File: config.mk
export PLATFORM = sky130hd
export DESIGN_NAME = mem_arbiter
export DESIGN_NICKNAME = d
export VERILOG_FILES = /design/src/rtl/mem_arbiter.sv
export SDC_FILE = /design/constraint.sdc
export NUM_CORES = 1
export LEC_CHECK = 0
export CAP_MARGIN = 20
export CORE_ASPECT_RATIO = 1.2
export CORE_MARGIN = 3
export CORE_UTILIZATION = 35
export DETAILED_ROUTE_END_ITERATION = 8
export PLACE_DENSITY = 0.85
export SYNTH_ARGS = -nofsm -noshare
export SYNTH_HDL_FRONTEND = slang
export SYNTH_SLANG_ARGS = --single-unit
File: constraint.sdc
create_clock -name CLK -period 1.5 [get_ports CLK]
set_input_delay 0.3 -clock CLK [delete_from_list [all_inputs] [get_ports CLK]]
set_output_delay 0.3 -clock CLK [all_outputs]
set_load 0.02 [all_outputs]
File: src/rtl/mem_arbiter.sv
// mem_arbiter: shares one single-port RAM between the instruction-fetch and
// data-access requesters. One access at a time, data over fetch, with a
// registered one-cycle hit and load data. A halt seen in IDLE (after any data
// request has been served) parks the arbiter until reset.
//
// Optional feature macro: MEM_ARB_TIMEOUT_EN
//   When defined, an access that waits TIMEOUT_CYCLES cycles without ram_ready
//   is aborted and answered with load=0 and err=1 alongside the hit.
//   When undefined, accesses wait indefinitely and err is tied to 0.
//
// Ports:
//   CLK, RST                        clock (rising edge), synchronous active-high reset
//   iren, iaddr / ihit, iload       instruction fetch request / one-cycle completion + word
//   dren, dwen, daddr, dstore       data read / write request, address, store data
//   dhit, dload                     one-cycle data completion + loaded word (0 for writes)
//   halt / halted                   halt level from control unit / sticky stopped flag
//   ram_ren, ram_wen, ram_addr,
//   ram_store                       registered RAM strobes, address, write data
//   ram_load, ram_ready             RAM read data and one-cycle completion pulse
//   err                             timeout flag, pulses with the hit
module mem_arbiter #(
   parameter int unsigned ADDR_W         = 32,
   parameter int unsigned DATA_W         = 32,
   parameter int unsigned TIMEOUT_CYCLES = 255
) (
   input  logic              CLK,
   input  logic              RST,
   input  logic              iren,
   input  logic [ADDR_W-1:0] iaddr,
   output logic              ihit,
   output logic [DATA_W-1:0] iload,
   input  logic              dren,
   input  logic              dwen,
   input  logic [ADDR_W-1:0] daddr,
   input  logic [DATA_W-1:0] dstore,
   output logic              dhit,
   output logic [DATA_W-1:0] dload,
   input  logic              halt,
   output logic              halted,
   output logic              ram_ren,
   output logic              ram_wen,
   output logic [ADDR_W-1:0] ram_addr,
   output logic [DATA_W-1:0] ram_store,
   input  logic [DATA_W-1:0] ram_load,
   input  logic              ram_ready,
   output logic              err
);

   typedef enum logic [2:0] {
      StIdle,
      StIfetch,
      StDread,
      StDwrite,
      StResp,
      StHalted
   } state_e;

   state_e            state_q, state_d;
   logic              ram_ren_q, ram_ren_d;
   logic              ram_wen_q, ram_wen_d;
   logic [ADDR_W-1:0] ram_addr_q, ram_addr_d;
   logic [DATA_W-1:0] ram_store_q, ram_store_d;
   logic              ihit_q, ihit_d;
   logic              dhit_q, dhit_d;
   logic [DATA_W-1:0] iload_q, iload_d;
   logic [DATA_W-1:0] dload_q, dload_d;
   logic              halted_q, halted_d;
   logic              timeout_hit;

`ifdef MEM_ARB_TIMEOUT_EN
   localparam int unsigned CntW = $clog2(TIMEOUT_CYCLES + 1);

   logic [CntW-1:0] cnt_q, cnt_d;
   logic            err_q, err_d;

   // cnt_q counts completed waiting cycles; this is the last one allowed.
   assign timeout_hit = !ram_ready && (cnt_q == CntW'(TIMEOUT_CYCLES - 1));
   assign err         = err_q;
`else
   logic unused_timeout_cfg;

   assign unused_timeout_cfg = (TIMEOUT_CYCLES != 0);
   assign timeout_hit        = 1'b0;
   assign err                = 1'b0;
`endif

   always_comb begin
      state_d     = state_q;
      ram_ren_d   = ram_ren_q;
      ram_wen_d   = ram_wen_q;
      ram_addr_d  = ram_addr_q;
      ram_store_d = ram_store_q;
      ihit_d      = 1'b0;
      dhit_d      = 1'b0;
      iload_d     = '0;
      dload_d     = '0;
      halted_d    = halted_q;
`ifdef MEM_ARB_TIMEOUT_EN
      cnt_d       = '0;
      err_d       = 1'b0;
`endif
      unique case (state_q)
         StIdle: begin
            // Data first, then halt, so outstanding loads/stores drain before stopping.
            if (dwen) begin
               state_d     = StDwrite;
               ram_wen_d   = 1'b1;
               ram_addr_d  = daddr;
               ram_store_d = dstore;
            end else if (dren) begin
               state_d    = StDread;
               ram_ren_d  = 1'b1;
               ram_addr_d = daddr;
            end else if (halt) begin
               state_d  = StHalted;
               halted_d = 1'b1;
            end else if (iren) begin
               state_d    = StIfetch;
               ram_ren_d  = 1'b1;
               ram_addr_d = iaddr;
            end
         end
         StIfetch, StDread, StDwrite: begin
            if (ram_ready || timeout_hit) begin
               state_d   = StResp;
               ram_ren_d = 1'b0;
               ram_wen_d = 1'b0;
               ihit_d    = (state_q == StIfetch);
               dhit_d    = (state_q != StIfetch);
               if (ram_ready) begin
                  if (state_q == StIfetch) iload_d = ram_load;
                  if (state_q == StDread)  dload_d = ram_load;
               end
`ifdef MEM_ARB_TIMEOUT_EN
               err_d = !ram_ready;
`endif
            end else begin
`ifdef MEM_ARB_TIMEOUT_EN
               cnt_d = cnt_q + CntW'(1);
`endif
            end
         end
         StResp:   state_d = StIdle;
         StHalted: state_d = StHalted;
         default:  state_d = StIdle;
      endcase
   end

   always_ff @(posedge CLK) begin
      if (RST) begin
         state_q     <= StIdle;
         ram_ren_q   <= 1'b0;
         ram_wen_q   <= 1'b0;
         ram_addr_q  <= '0;
         ram_store_q <= '0;
         ihit_q      <= 1'b0;
         dhit_q      <= 1'b0;
         iload_q     <= '0;
         dload_q     <= '0;
         halted_q    <= 1'b0;
`ifdef MEM_ARB_TIMEOUT_EN
         cnt_q       <= '0;
         err_q       <= 1'b0;
`endif
      end else begin
         state_q     <= state_d;
         ram_ren_q   <= ram_ren_d;
         ram_wen_q   <= ram_wen_d;
         ram_addr_q  <= ram_addr_d;
         ram_store_q <= ram_store_d;
         ihit_q      <= ihit_d;
         dhit_q      <= dhit_d;
         iload_q     <= iload_d;
         dload_q     <= dload_d;
         halted_q    <= halted_d;
`ifdef MEM_ARB_TIMEOUT_EN
         cnt_q       <= cnt_d;
         err_q       <= err_d;
`endif
      end
   end

   assign ram_ren   = ram_ren_q;
   assign ram_wen   = ram_wen_q;
   assign ram_addr  = ram_addr_q;
   assign ram_store = ram_store_q;
   assign ihit      = ihit_q;
   assign dhit      = dhit_q;
   assign iload     = iload_q;
   assign dload     = dload_q;
   assign halted    = halted_q;

endmodule
Word level (Yosys, flattened, before mapping)
Index checks and enable logic that the tools add are counted.
{"block": "word_totals", "register_bits": 136, "out_inout_bits": 134, "wordCells": 59, "inputBits": 135}
{"block": "classes", "reduce_logical": 13, "n_eq_ne": 12, "mux": 18, "bitwise_logic": 6}
{"cell": "two-way mux 32 bit", "n": 4}
{"cell": "two-way mux 3 bit", "n": 5}
{"cell": "inequality test 3 bit (second input constant)", "n": 3}
{"cell": "case mux 3 bit (3 select lines)", "n": 1}
{"cell": "OR reduction 4 bit", "n": 2}
{"cell": "== test 3 x 2 -> 1 bit (second input constant)", "n": 2}
{"cell": "two-way mux 1 bit", "n": 6}
{"cell": "inequality test 2 bit (second input constant)", "n": 3}
{"cell": "NOT 1 bit", "n": 6}
{"cell": "AND reduction 3 bit", "n": 2}
{"cell": "OR reduction 3 bit", "n": 2}
{"cell": "inequality test 5 bit (second input constant)", "n": 1}
{"cell": "AND reduction 5 bit", "n": 1}
{"cell": "case mux 1 bit (2 select lines)", "n": 2}
{"cell": "AND reduction 2 bit", "n": 2}
{"cell": "AND reduction 4 bit", "n": 1}
{"cell": "== test 3 x 1 -> 1 bit (second input constant)", "n": 1}
{"cell": "== test 3 bit (second input constant)", "n": 1}
{"cell": "zero test 3 bit", "n": 1}
{"cell": "inequality test 3 x 1 -> 1 bit (second input constant)", "n": 1}
{"cell": "nonzero test 3 bit", "n": 1}
{"cell": "nonzero test 2 bit", "n": 1}

Depth between registers and ports, before layout
Gate-level depths: netlist of run 1.
{"block": "logic_depth", "word_depth": 5, "mapped_depth": 7, "ltp_nobuf": 4}

Worst setup path before layout of run 1
No wires, ideal clock.
{"block": "synth_path", "kind": "register to register", "startpoint": "register state_q[2]", "endpoint": "register ram_addr_q[10] (netlist: ram_addr[10])", "t_arrival_ns": 1.374, "slack_ns": 0.037, "required_ns": 1.411, "stages_incl_launch_ff": 8, "period_less_slack_ns": 1.463, "path_cell_list": "dfxtp_1 buf_6 nor3_4 a21boi_1 buf_4 buf_6 nor2_1 a311oi_2"}
{"block": "synth_between", "elab_chain_len": 2}
{"item": "from (decl)", "line_no": "58", "text": "state_e state_q, state_d;"}
{"item": "from (signal assigned)", "line_no": "151", "text": "state_q <= StIdle;"}
{"item": "from (signal assigned)", "line_no": "166", "text": "state_q <= state_d;"}
{"item": "zero test 3 bit", "line_no": "102", "text": "unique case (state_q)"}
{"item": "AND reduction 3 bit (no line)"}
{"item": "to (signal assigned)", "line_no": "169", "text": "ram_addr_q <= ram_addr_d;"}
{"item": "to (decl)", "line_no": "61", "text": "logic [ADDR_W-1:0] ram_addr_q, ram_addr_d;"}
No other way between the ends.
A chain may end at the register's enable or synchronous reset.

Worst setup path in the final report of run 1
{"block": "layout_path", "startpoint": "input port dwen", "endpoint": "register ram_store_q[4] (netlist: ram_store[4])"}
{"block": "layout_between", "elab_chain_len": 1}
{"item": "from (decl)", "line_no": "33", "text": "input logic dwen,"}
{"item": "AND reduction 2 bit (no line)"}
{"item": "to (signal assigned)", "line_no": "170", "text": "ram_store_q <= ram_store_d;"}
{"item": "to (decl)", "line_no": "62", "text": "logic [DATA_W-1:0] ram_store_q, ram_store_d;"}
No other way between the ends.

==> impl_metrics.yaml, run 1 <==
outcome:
  status: "complete, no violations"
critical_path:
  required_ns: 1.83
  worstSetupPathType: "input pin to flip-flop"
  worstReg2RegEnd: "ram_addr[30]"
  rrSetupSlack_ns: 0.09
  r2r_start: "state_q[2]"
  start_kind: "input pin"
  cp_max_fo: 36
  arrival_ns: 1.82
  endpoint_kind: "flip-flop"
  ff2ff_path_depth: 5
floorplanning:
  rows: 46
  io_pins: 269
  die_h_um: 135
  die_w_um: 113
  dieArea_sq_um: 15200
  core-area_sq_um: 13400
  start_util: 0.361
route:
  ant_nets: 0
  viasPerCell: 4.71
  routed_wl_um: 14700
  drt_iter0_drc: 298
  routed-via-count: 4505
  wire_per_inst_um: 15.4
  dr.pass1.iters: 4
  drc: 0
power:
  p_sw_mw: 4.05
  pwr-share-comb: 0.319
  power.leakage_nw: 3.69
  swShare: 0.334
  p_per_area_nw_per_um2: 1480
  p_total_mw: 12.1
  p_int_mw: 8.07
  vdd_drop_max_uv: 1020
  pwr-share-seq: 0.361
  clkPwrFrac: 0.319
min_path:
  hp-start: "RST"
  holdPathEnd: "ram_wen"
  hp-class: "input pin to flip-flop"
  hold_depth: 2
logic_synthesis:
  avgSynthCellArea_sq_um: 9.58
  synth_nets: 638
  synth_seq_area_share: 0.565
  netlist_instances: 503
  ys_ff_latch: 136
  syn_area_sq_um: 4820
  ys_types: 28
  ys_warn_count: 0
finish:
  layout_common_cells: "136 x dfxtp_1, 133 x clkdlybuf4s50_1, 133 x dlygate4sd2_1"
  fin_area_sq_um: 8210
  nNetsFinal: 911
  fin_util: 0.615
  fill_cells: 1216
  drive_gt1_frac: 0.119
  fin_cells: 957
  area_growth_pct: 70.4
  final_common_cell: "dfxtp_1"
  diodes: 0
placed_design:
  dp_hpwl_um: 10500
  place.gp.congestion: 0.759
  placed_area_sq_um: 7780
  numPortBuffers: 267
  dp.cells: 923
clocking:
  clkTransAtPathRegs_ns: 0.06
  cts-root-buf: "clkbuf_16"
  cts_tree: "built"
  clkSinkCount: 136
  insertion_delay_ns: 0.40
  numCtsBuffers: 17
  hold_buffers: 0
  cts.path.max_buffers: 2
  htree_levels: 4
grt:
  grt_use_total: 0.184
  grt_pass1_wl_um: 22300
  grt_overflow: 0
  antenna_found_initial: 0
  grt_max_degree: 70
  grt_pass1_vias: 4442
sta:
  hold_viol: 0
  rsz0062_at_grt: "yes"
  fmax_mhz: 670
  finalClockSkew_ns: 0.00708
  slew_viol_final: 0
  min_period_ns: 1.49
  fin_crit_sh: 0.995
  tns_ns: 0
  setup_viol: 0
job:
  max_cap_violations: 0
## cell type report
class	instances	area [sq um]	area share
inverter	1	3.75	0.000457
clock buffer	17	425	0.0518
sequential	136	2720	0.332
clock inverter	15	129	0.0157
multi-input combinational	325	1910	0.232
timing repair buffer	295	2810	0.342
tap	168	210	0.0256
## how the worst max path moves through the flow
| stage | startpoint | to | slack, ns | depth (start not counted) |
|---|---|---|---|---|
| 6_report | dwen | ram_store[4] | 0.007 | 6 |
| 5_1_grt | dwen | ram_store[27] | -0.06 | 6 |
| 4_1_cts | halt | ram_addr[26] | 0.04 | 6 |
| 3_5_place_dp | halt | ram_addr[26] | -0.40 | 6 |
| 3_3_place_gp | halt | ram_addr[21] | -0.35 | 6 |
| 2_1_floorplan | state_q[2] | ram_addr[10] | 0.04 | 7 |
## metal layers
layer,vias up,global-route usage,wire (um)
met3,20,0.0542,856
li1,2228,-,-
met4,0,0.0621,261
met5,-,0,0
met1,2098,0.196,5670
met2,159,0.345,7930
## cells in the mapped netlist
cell type	instances	area [sq um]
a211o_1	1	8.76
a21oi_1	35	175
nand2b_1	3	18.8
nand2_1	100	375
o21a_1	1	7.51
buf_2	4	20.0
o2bb2ai_1	1	8.76
a311oi_1	4	35.0
a311oi_2	28	420
and2_1	65	407
nor2_2	1	6.26
o21ai_0	35	175
mux2i_1	1	10.0
conb_1	1	3.75
clkbuf_1	28	105
nor3_1	2	10.0
inv_1	1	3.75
nor2_1	38	143
a21boi_1	1	7.51
buf_4	5	37.5
nor4b_2	1	15.0
dfxtp_1	136	2720
a31oi_1	3	18.8
nand3b_1	1	7.51
o31ai_1	1	7.51
nor3_4	1	16.3
buf_6	4	45.0
nor2b_1	1	6.26
## worst max-delay path, stage by stage
cell and delay (ns):
clkdlybuf4s50_1 0.52, buf_4 0.36, and2_1 0.23, buf_12 0.19, nand2_1 0.08, a21oi_1 0.13
## state kept, by name, indices dropped and copies added, names as in the netlist
| signal | count |
|---|---|
| state_q | 3 |
| ram_ren | 1 |
| iload | 32 |
| dload | 32 |
| dhit | 1 |
| ram_wen | 1 |
| ram_addr | 32 |
| ihit | 1 |
| ram_store | 32 |
| halted | 1 |
## power by group through the flow
stage | clock network, mW | registers [mW] | logic, mW
final | 3.87 | 4.38 | 3.87
after global routing | 4.14 | 4.45 | 4.17
after CTS | 3.99 | 4.38 | 3.78
after detailed placement | 0 | 4.48 | 4.12
after global placement | 0 | 4.46 | 4.07
after floorplan | 0 | 5.11 | 1.58
## what timing repair did
item | CTS | global route
gates resized for setup | 133 | 2
cloned | 0 | 1
endpoints found under the setup margin | 133 | 53
buffers inserted | 0 | 1
## cells by family (layout without fill, tap and decap cells)
| logic type | after synthesis | count (layout) | share of synthesized area |
|---|---|---|---|
| buffers and inverters | 42 | 328 | 0.0439 |
| AOI/OAI and AO/OA | 110 | 110 | 0.179 |
| DFF | 136 | 136 | 0.565 |
| muxes | 1 | 1 | 0.00208 |
| and+or+nand+nor | 213 | 213 | 0.209 |
| other | 1 | 1 | 0.000778 |
## metrics by stage
step	setup slack, ns	hold slack [ns]
floorplan	0.0373	0.422
global placement	-0.354	0.442
detailed placement	-0.399	0.447
CTS	0.0363	0.181
global route	-0.0615	0.204
finish	0.00676	0.204
(Power assumes the default switching activity.)
==> inputs of run 2 (changes only) <==
--- a/config.mk
+++ b/config.mk
@@ -5,12 +5,12 @@
 export SDC_FILE = /design/constraint.sdc
 export NUM_CORES = 1
 export LEC_CHECK = 0
-export CAP_MARGIN = 20
+export CAP_MARGIN = 40
 export CORE_ASPECT_RATIO = 1.2
 export CORE_MARGIN = 3
 export CORE_UTILIZATION = 35
 export DETAILED_ROUTE_END_ITERATION = 8
-export PLACE_DENSITY = 0.85
+export PLACE_DENSITY = 0.73
 export SYNTH_ARGS = -nofsm -noshare
 export SYNTH_HDL_FRONTEND = slang
 export SYNTH_SLANG_ARGS = --single-unit
==> run 2 against run 1 <==
  * Clock power is 1% higher
  * Sequential cell count stayed put
  * Critical path depth stayed put
  * Critical path type is now flip-flop to flip-flop
  * Design area up 1.0%
  * First-iteration DRC count is 16% lower
  * Total power rose by 2.1%
  * Worst setup slack better by 0.068 ns
  * Register-to-register slack got worse by 0.02 ns
==> impl_metrics.yaml, run 2 (synthesis gave the netlist of run 1 again) <==
route:
  viasPerCell: 4.75
  routed_wl_um: 15200
  drc: 0
  ant_nets: 0
  drt_iter0_drc: 250
  wire_per_inst_um: 15.8
  routed-via-count: 4572
  dr.pass1.iters: 4
sta:
  slew_viol_final: 0
  fmax_mhz: 702
  finalClockSkew_ns: 0.00776
  hold_viol: 0
  whs_ns: 0.337
  setup_viol: 0
  tns_ns: 0
  min_period_ns: 1.43
  fin_crit_sh: 0.950
critical_path:
  rrSetupSlack_ns: 0.07
  arrival_ns: 1.74
  endpoint_kind: "flip-flop"
  start_kind: "flip-flop"
  setup.worst_path.start: "state_q[2]"
  worstReg2RegEnd: "ram_addr[30]"
  crit_end: "ram_addr[30]"
  r2r_start: "state_q[2]"
  cp_max_fo: 16
  required_ns: 1.82
  ff2ff_path_depth: 6
  worstSetupPathType: "flip-flop to flip-flop"
finish:
  area_growth_pct: 72.2
  nNetsFinal: 916
  fin_util: 0.621
  fill_cells: 1144
  diodes: 0
  fin_cells: 962
  drive_gt1_frac: 0.125
  final_common_cell: "dfxtp_1"
  layout_common_cells: "136 x dfxtp_1, 133 x clkdlybuf4s50_1, 133 x dlygate4sd2_1"
power:
  vdd_drop_max_uv: 792
  power.leakage_nw: 3.74
  pwr-share-seq: 0.357
  p_int_mw: 8.25
  p_per_area_nw_per_um2: 1490
  clkPwrFrac: 0.317
  swShare: 0.334
  p_total_mw: 12.4
  p_sw_mw: 4.13
  pwr-share-comb: 0.327
placed_design:
  numPortBuffers: 267
  place.gp.congestion: 0.807
  dp.cells: 926
  dp_hpwl_um: 11200
grt:
  grt_pass1_vias: 4509
  antenna_found_initial: 0
  grt_max_degree: 72
  grt_use_total: 0.190
  grt_pass1_wl_um: 23000
  grt_overflow: 0
floorplanning:
  start_util: 0.361
  die_h_um: 135
  die_w_um: 113
  core-area_sq_um: 13400
  rows: 46
  io_pins: 269
  dieArea_sq_um: 15200
clocking:
  htree_levels: 4
  cts.path.max_buffers: 2
  cts-root-buf: "clkbuf_16"
  insertion_delay_ns: 0.41
  numCtsBuffers: 17
  cts_tree: "built"
  clkSinkCount: 136
  clkTransAtPathRegs_ns: 0.06
min_path:
  hp-class: "input pin to flip-flop"
  hp-start: "RST"
job:
  max_cap_violations: 0
outcome:
  status: "complete, no violations"
[run 2: worst min-delay path by stage]
stage,endpoint,slack (ns),cells after the start
floorplan,dload[0],0.42,1
global placement,ram_store[29],0.44,2
detailed placement,ram_store[2],0.45,2
CTS,ihit,0.33,3
global route,ihit,0.35,3
finish,ihit,0.34,3
[run 2: metrics by stage]
stage,cell area (sq um),setup WS (ns)
after floorplan,4820,0.0373
after global placement,7790,-0.325
after detailed placement,7790,-0.400
after CTS,8190,-0.00358
after global routing,8300,-0.00464
final,8300,0.0746
[run 2: repair_timing]
action	in CTS	in global routing
gates cloned	0	3
buffers inserted	0	1
resized for setup	133	5
hold buffers	0	0
setup endpoints to repair	134	24
[run 2: critical path: stages, from the launching register on]
cell and delay, ns:
dfxtp_1 0.33, nor3_4 0.20, a21boi_4 0.22, buf_12 0.15
buf_12 0.14, nor2_1 0.05, a311oi_2 0.24
[run 2: layer usage]
| layer | vias to the layer above | share of wire | track usage | wire length (um) |
|---|---|---|---|---|
| met4 | 0 | 0.017 | 0.0668 | 261 |
| met2 | 210 | 0.51 | 0.334 | 7690 |
| met5 | - | 0 | 0 | 0 |
| met3 | 23 | 0.085 | 0.0645 | 1280 |
| met1 | 2106 | 0.39 | 0.214 | 5930 |
| li1 | 2233 | - | - | - |
[run 2: power by group through the flow]
stage               combinational [mW]  sequential, mW  clock [mW]
floorplan                         1.58            5.11           0
global placement                  4.00            4.49           0
detailed placement                4.10            4.50           0
CTS                               3.76            4.42        4.02
global route                      4.35            4.47        4.17
finish                            4.04            4.41        3.92
[run 2: layout make-up]
class / instances / area [sq um] / share of cell area
Clock buffer: 18 / 439 / 0.0529
Multi-Input combinational cell: 325 / 1910 / 0.231
Tap cell: 168 / 210 / 0.0253
Clock inverter: 14 / 128 / 0.0154
Inverter: 1 / 3.75 / 0.000452
Timing Repair Buffer: 300 / 2880 / 0.347
Sequential cell: 136 / 2720 / 0.328
==> inputs of run 3 (changes only) <==
--- a/config.mk
+++ b/config.mk
@@ -11,6 +11,7 @@
 export CORE_UTILIZATION = 35
 export DETAILED_ROUTE_END_ITERATION = 8
 export PLACE_DENSITY = 0.73
+export SLEW_MARGIN = 40
 export SYNTH_ARGS = -nofsm -noshare
 export SYNTH_HDL_FRONTEND = slang
 export SYNTH_SLANG_ARGS = --single-unit
==> results of run 3 <==
Final layout, timing and power as in run 2 (identical DEF).
